`config.mk`:
```
export PLATFORM = sky130hd
export DESIGN_NAME = vga_time_text
export DESIGN_NICKNAME = d
export VERILOG_FILES = /design/src/rtl/vga_text_pkg.sv /design/src/rtl/vga_text_blink.sv /design/src/rtl/vga_time_text.sv
export SDC_FILE = /design/constraint.sdc
export NUM_CORES = 1
export LEC_CHECK = 0
export CORE_MARGIN = 2
export CORE_UTILIZATION = 50
export DETAILED_ROUTE_END_ITERATION = 10
export PLACE_DENSITY = 0.93
export SLEW_MARGIN = 20
export SYNTH_ARGS = -nofsm -noshare
export SYNTH_HDL_FRONTEND = slang
export SYNTH_SLANG_ARGS = --single-unit
```
`constraint.sdc`:
```
create_clock -name clk -period 2.4 [get_ports clk]
set_input_delay 0.48 -clock clk [delete_from_list [all_inputs] [get_ports clk]]
set_output_delay 0.48 -clock clk [all_outputs]
set_load 0.03 [all_outputs]
```
`src/rtl/vga_text_pkg.sv`:
```
// Shared constants, pixel tag type and character mapping for the time/score text overlay.
package vga_text_pkg;

  localparam logic [6:0] CH_DIGIT0 = 7'h30;
  localparam logic [6:0] CH_COLON  = 7'h3a;
  localparam logic [6:0] CH_BLANK  = 7'h00;
  localparam logic [6:0] CH_BAD    = 7'h3f;
  localparam int         FONT_W    = 8;
  localparam int         FONT_H    = 16;

  typedef enum logic {
    PH_VISIBLE = 1'b0,
    PH_HIDDEN  = 1'b1
  } colon_phase_e;

  // Per-pixel info that must stay aligned with the font ROM read.
  typedef struct packed {
    logic       on;
    logic [2:0] bit_idx;
  } pix_tag_t;

  function automatic logic [6:0] char_code(input logic [3:0] digit,
                                           input logic       is_colon,
                                           input logic       colon_vis);
    if (is_colon) begin
      return colon_vis ? CH_COLON : CH_BLANK;
    end else if (digit <= 4'd9) begin
      return CH_DIGIT0 + {3'b000, digit};
    end else begin
      return CH_BAD;
    end
  endfunction

endpackage

```
`src/rtl/vga_text_blink.sv`:
```
// Colon blink generator: counts frame ticks and toggles the colon phase every BLINK_FRAMES frames.
module vga_text_blink
  import vga_text_pkg::*;
#(
  parameter int BLINK_FRAMES = 30
) (
  input  logic clk,
  input  logic reset_n,
  input  logic frame_tick,
  input  logic blink_en,
  output logic colon_vis
);

  localparam int             CW   = (BLINK_FRAMES > 1) ? $clog2(BLINK_FRAMES) : 1;
  localparam logic [CW-1:0] LAST = CW'(BLINK_FRAMES - 1);

  logic [CW-1:0] cnt_q, cnt_d;
  colon_phase_e  phase_q, phase_d;

  always_ff @(posedge clk or negedge reset_n) begin
    if (!reset_n) begin
      cnt_q   <= '0;
      phase_q <= PH_VISIBLE;
    end else begin
      cnt_q   <= cnt_d;
      phase_q <= phase_d;
    end
  end

  // Disabling blink parks the counter so re-enabling always gives a full first half-period.
  always_comb begin
    cnt_d   = cnt_q;
    phase_d = phase_q;
    if (!blink_en) begin
      cnt_d   = '0;
      phase_d = PH_VISIBLE;
    end else if (frame_tick) begin
      if (cnt_q == LAST) begin
        cnt_d   = '0;
        phase_d = (phase_q == PH_VISIBLE) ? PH_HIDDEN : PH_VISIBLE;
      end else begin
        cnt_d = cnt_q + 1'b1;
      end
    end
  end

  assign colon_vis = (phase_q == PH_VISIBLE);

endmodule

```
`src/rtl/vga_time_text.sv`:
```
// Renders N_DIGITS shadowed BCD digits as colon-separated pairs, pipelined around the font ROM.
module vga_time_text
  import vga_text_pkg::*;
#(
  parameter int         N_DIGITS     = 4,
  parameter int         SCALE_LOG2   = 1,
  parameter int         ROW_Y        = 7,
  parameter int         COL_X        = 2,
  parameter logic [2:0] FG_RGB       = 3'b001,
  parameter logic [2:0] BG_RGB       = 3'b110,
  parameter int         BLINK_FRAMES = 30,
  parameter int         ROM_LAT      = 1
) (
  input  logic                  clk,
  input  logic                  reset_n,
  input  logic                  frame_tick,
  input  logic [4*N_DIGITS-1:0] digits,
  input  logic                  blink_en,
  input  logic [9:0]            pix_x,
  input  logic [9:0]            pix_y,
  output logic [10:0]           rom_addr,
  input  logic [7:0]            font_word,
  output logic                  text_on,
  output logic [2:0]            text_rgb
);

  localparam int NCHARS = N_DIGITS + N_DIGITS / 2 - 1;
  localparam int SHX    = $clog2(FONT_W) + SCALE_LOG2;
  localparam int SHY    = $clog2(FONT_H) + SCALE_LOG2;

  logic [4*N_DIGITS-1:0] shadow_q;
  logic                  colon_vis;

  logic [10:0] cell_x, cell_y, ci;
  logic [3:0]  ci_s, k, dig;
  logic [1:0]  pos;
  logic        in_region;
  logic [6:0]  code;
  logic [10:0] rom_addr_d, rom_addr_q;
  pix_tag_t    tag_d, tag_b;
  pix_tag_t    tag_q [0:ROM_LAT];
  logic        text_on_d, text_on_q;
  logic [2:0]  text_rgb_d, text_rgb_q;

  vga_text_blink #(
    .BLINK_FRAMES(BLINK_FRAMES)
  ) u_blink (
    .clk       (clk),
    .reset_n   (reset_n),
    .frame_tick(frame_tick),
    .blink_en  (blink_en),
    .colon_vis (colon_vis)
  );

  always_ff @(posedge clk or negedge reset_n) begin
    if (!reset_n) begin
      shadow_q <= '0;
    end else if (frame_tick) begin
      shadow_q <= digits;
    end
  end

  // Stage A: ci is unsigned, so pixels left of COL_X wrap high and fall outside the region.
  always_comb begin
    cell_x    = {1'b0, pix_x} >> SHX;
    cell_y    = {1'b0, pix_y} >> SHY;
    ci        = cell_x - 11'(COL_X);
    in_region = (cell_y == 11'(ROW_Y)) && (ci < 11'(NCHARS));
    ci_s      = ci[3:0];
    pos       = 2'(ci_s % 4'd3);
    k         = 4'(ci_s / 4'd3) * 4'd2 + {2'b00, pos};
    dig       = 4'(shadow_q >> {k, 2'b00});
    code      = in_region ? char_code(dig, pos == 2'd2, colon_vis) : CH_BLANK;
    rom_addr_d    = {code, 4'(pix_y >> SCALE_LOG2)};
    tag_d.on      = in_region;
    tag_d.bit_idx = 3'(pix_x >> SCALE_LOG2);
  end

  always_ff @(posedge clk or negedge reset_n) begin
    if (!reset_n) begin
      rom_addr_q <= '0;
      for (int i = 0; i <= ROM_LAT; i++) tag_q[i] <= '0;
      text_on_q  <= 1'b0;
      text_rgb_q <= BG_RGB;
    end else begin
      rom_addr_q <= rom_addr_d;
      tag_q[0]   <= tag_d;
      for (int i = 1; i <= ROM_LAT; i++) tag_q[i] <= tag_q[i-1];
      text_on_q  <= text_on_d;
      text_rgb_q <= text_rgb_d;
    end
  end

  // Stage B: the tag arrives together with the font word for the same pixel.
  always_comb begin
    tag_b      = tag_q[ROM_LAT];
    text_on_d  = tag_b.on;
    text_rgb_d = BG_RGB;
    if (tag_b.on && font_word[3'd7 - tag_b.bit_idx]) text_rgb_d = FG_RGB;
  end

  assign rom_addr = rom_addr_q;
  assign text_on  = text_on_q;
  assign text_rgb = text_rgb_q;

endmodule

```
==> flow_summary.ini <==
[finish]
postLayoutCoreUtil = 0.826
finalNonFillerCells = 315
fin_nets = 321
diodes = 0
final_common_cell = clkdlybuf4s50_1
final_cell_mix = clkdlybuf4s50_1, dfrtp_1, buf_4
drive_gt1_frac = 0.377
areaGrowthSynthToFinish_pct = 57.7

[cts]
tritoncts = yes
numCtsBuffers = 5
htree_levels = 2
cts_sinks = 42
cts.clk_slew.worst_paths_ns = 0.09
cts-root-buf = clkbuf_8
clk_latency_ns = 0.30
clock_path_buffers = 2

[drt]
routedWlPerCell_um = 16.6
vias_per_cell = 5.39
firstDrtPassIters = 4
drc = 0
routed_wirelength_um = 5230
vias = 1697
drtAntennaViolNets = 0
first_iter_violations = 64

[global_routing]
grt_use_total = 0.235
grt-ovfl-total = 0
antenna_found_initial = 0
first_global_vias = 1768
grt_start_max_net_pins = 43
grt_first_pass_wirelength_um = 7980

[synthesis]
synth_area_um2 = 2110
synthSimpleGateAreaFrac = 0.124
synth_compound_gate_area_share = 0.0860
synth_area_leaders = dfrtp_1, mux2_2, ha_1, mux4_2, mux2i_1
synth_cell_types = 43
ys_warn_count = 0
synth_top_family_by_area = multiplexers
yosysTopAreaCell = dfrtp_1
muxShareOfSynthArea = 0.184
synth_seq_cells = 42
syn_nets = 228
synth_fa_ha_area_frac = 0.0533
syn_inst = 171
synth.avg_cell_area_um2 = 12.3
synth_top_area_share = 0.486
seq_area_frac_synth = 0.499
synth-xor-area-share = 0.0207

[place]
dp_hpwl_um = 3380
place.gp.congestion = 0.900
dp.cells = 297
port_buffers = 59

[worst_setup_path]
worst-path-max-fanout = 4
slowest_delay_ns = 0.37
cp-end-kind = register
crit_chain = buf_8, inv_6, buf_6, ha_4, or3_4, ha_4, nand2b_1, mux2_4, nand2b_4, a21oi_4, buf_6, nor2_4, nor2_4, ha_4, buf_6, buf_6, mux2i_1, mux2i_1, nand2_1, a31oi_1
worst_ep_required_time_ns = 2.61
arrival_ns = 3.65
crit_top_cell = buf_6
crit_type = in2reg
start_kind = input pin
crit_path_top_delay_cell = or3_4
rr_worst_depth = 4

[timing]
min_period_ns = 3.44
setup_viol = 5
hold_viol_final = 0
skew_ns = 0.00931
tightest_slew_ns = 0.895
relSlewSlack = 0.404
rsz0062_at_grt = true
fin_crit_sh = 1.43
slew_viol_final = 0
max_freq_mhz = 290
setup_ws_ns = -1.04
worst_hold_slack_ns = 0.300

[flow_run]
cap_violations = 0

[pwr]
swShare = 0.297
p_sw_w = 0.000653
peakVddDrop_v = 0.000683
power_density_nw_per_um2 = 661
p_total_w = 0.00220
internal-power_w = 0.00155
p_seq_frac = 0.351
pwr-share-clk = 0.262
p_leak_nw = 1.42
comb_power_share = 0.388

[floorplan]
rows = 23
io_pins = 63
core_area_um2 = 4030
die_w_um = 69.0
die_h_um = 69.0
start_util = 0.524
dieArea_um2 = 4760

[outcome]
status = complete, but fails checks
violations = negative setup slack

[min_path]
hp-class = in2async
-- power groups by stage --
stage          Combinational, W  Sequential, W  Clock (W)
6_report               0.000853       0.000772   0.000576
5_1_grt                0.000910       0.000777   0.000616
4_1_cts                0.000759       0.000771   0.000590
3_5_place_dp           0.000587       0.000782          0
3_3_place_gp           0.000559       0.000780          0
2_1_floorplan          0.000346       0.000783          0
-- timing repair --
action | CTS | global route
setup buffers | 8 | 2
setup endpoints to repair | 5 | 5
hold buffers | 0 | 0
pin swaps | 17 | 13
resized for setup | 44 | 15
-- cells in the mapped netlist (all sizes together) --
cell type	n
a2111oi	1
a21oi	5
a31oi	2
and2	4
and3	1
and3b	1
and4	1
buf	5
clkbuf	2
conb	1
dfrtp	41
dfstp	1
ha	9
inv	8
mux2	19
mux2i	8
mux4	4
nand2	14
nand2b	4
nand3	2
nand3b	1
nand4	1
nand4bb	1
nor2	7
nor2b	2
nor3	2
nor3b	2
nor4	1
o2111ai	1
o211ai	4
o21a	2
o21ai	5
o311ai	1
o41ai	1
or3	1
or4b	1
xnor2	2
xor2	3
-- worst max-delay path: cells and delay by family --
| kind | cells | cell delay, ns |
|---|---|---|
| AND/OR/NAND/NOR | 6 | 0.89 |
| adder cells (fa/ha/maj) | 3 | 0.73 |
| multiplexers | 3 | 0.62 |
| buffers and inverters | 6 | 0.57 |
| AO/OA/AOI/OAI | 2 | 0.36 |
-- final cells by class --
cell class                      count  area [um^2]
Inverter                            8         42.5
Multi-Input combinational cell    114         1160
Tap cell                           50         62.6
Clock inverter                      3         48.8
Sequential cell                    42         1050
Fill cell                         208          699
Timing Repair Buffer               93          890
Clock buffer                        5         68.8
-- registers in the layout, summed over array words and instances (netlist names) --
signal and count:
u_blink.phase_q 1, tag_b 3, rom_addr 9, tag_q 4, text_on_d 1, shadow_q 16, text_rgb 2, text_on 1
u_blink.cnt_q 5
-- stage by stage --
step | area (um^2) | setup WS (ns) | TNS, ns
after floorplan | 2160 | -1.26 | -5.05
after global routing | 3330 | -1.13 | -4.74
final | 3330 | -1.04 | -4.40
after global placement | 2950 | -1.68 | -7.58
after CTS | 3240 | -0.984 | -4.03
after detailed placement | 2950 | -1.85 | -8.14
-- per-layer routing --
layer / up-vias / global-route usage / share of wire
met2: 75 / 0.424 / 0.55
met5: - / 0 / 0
met1: 816 / 0.269 / 0.37
met4: 0 / 0.0809 / 0.023
met3: 17 / 0.0617 / 0.059
li1: 789 / - / -
-- worst paths after layout --
path / end / slack, ns / start
min in group clk: tag_b[1] / 0.35 / tag_q[5]
hold reg to reg: tag_b[1] / 0.35 / tag_q[5]
setup reg to reg: text_rgb[0] / 0.92 / tag_b[0]
setup / recovery: rom_addr[5] / -1.04 / pix_x[6]
hold / removal: u_blink.cnt_q[0] / 0.30 / reset_n
max in group asynchronous: tag_b[2] / 1.54 / reset_n
-- kinds of logic after synthesis --
| family | after synthesis |
|---|---|
| simple gates | 46 |
| flops | 42 |
| mux | 31 |
| compound gates | 22 |
| buf+inv | 15 |
| fa+ha+maj | 9 |
| xor+xnor | 5 |
| other cells | 1 |
Power figures use the tool's default switching activity.
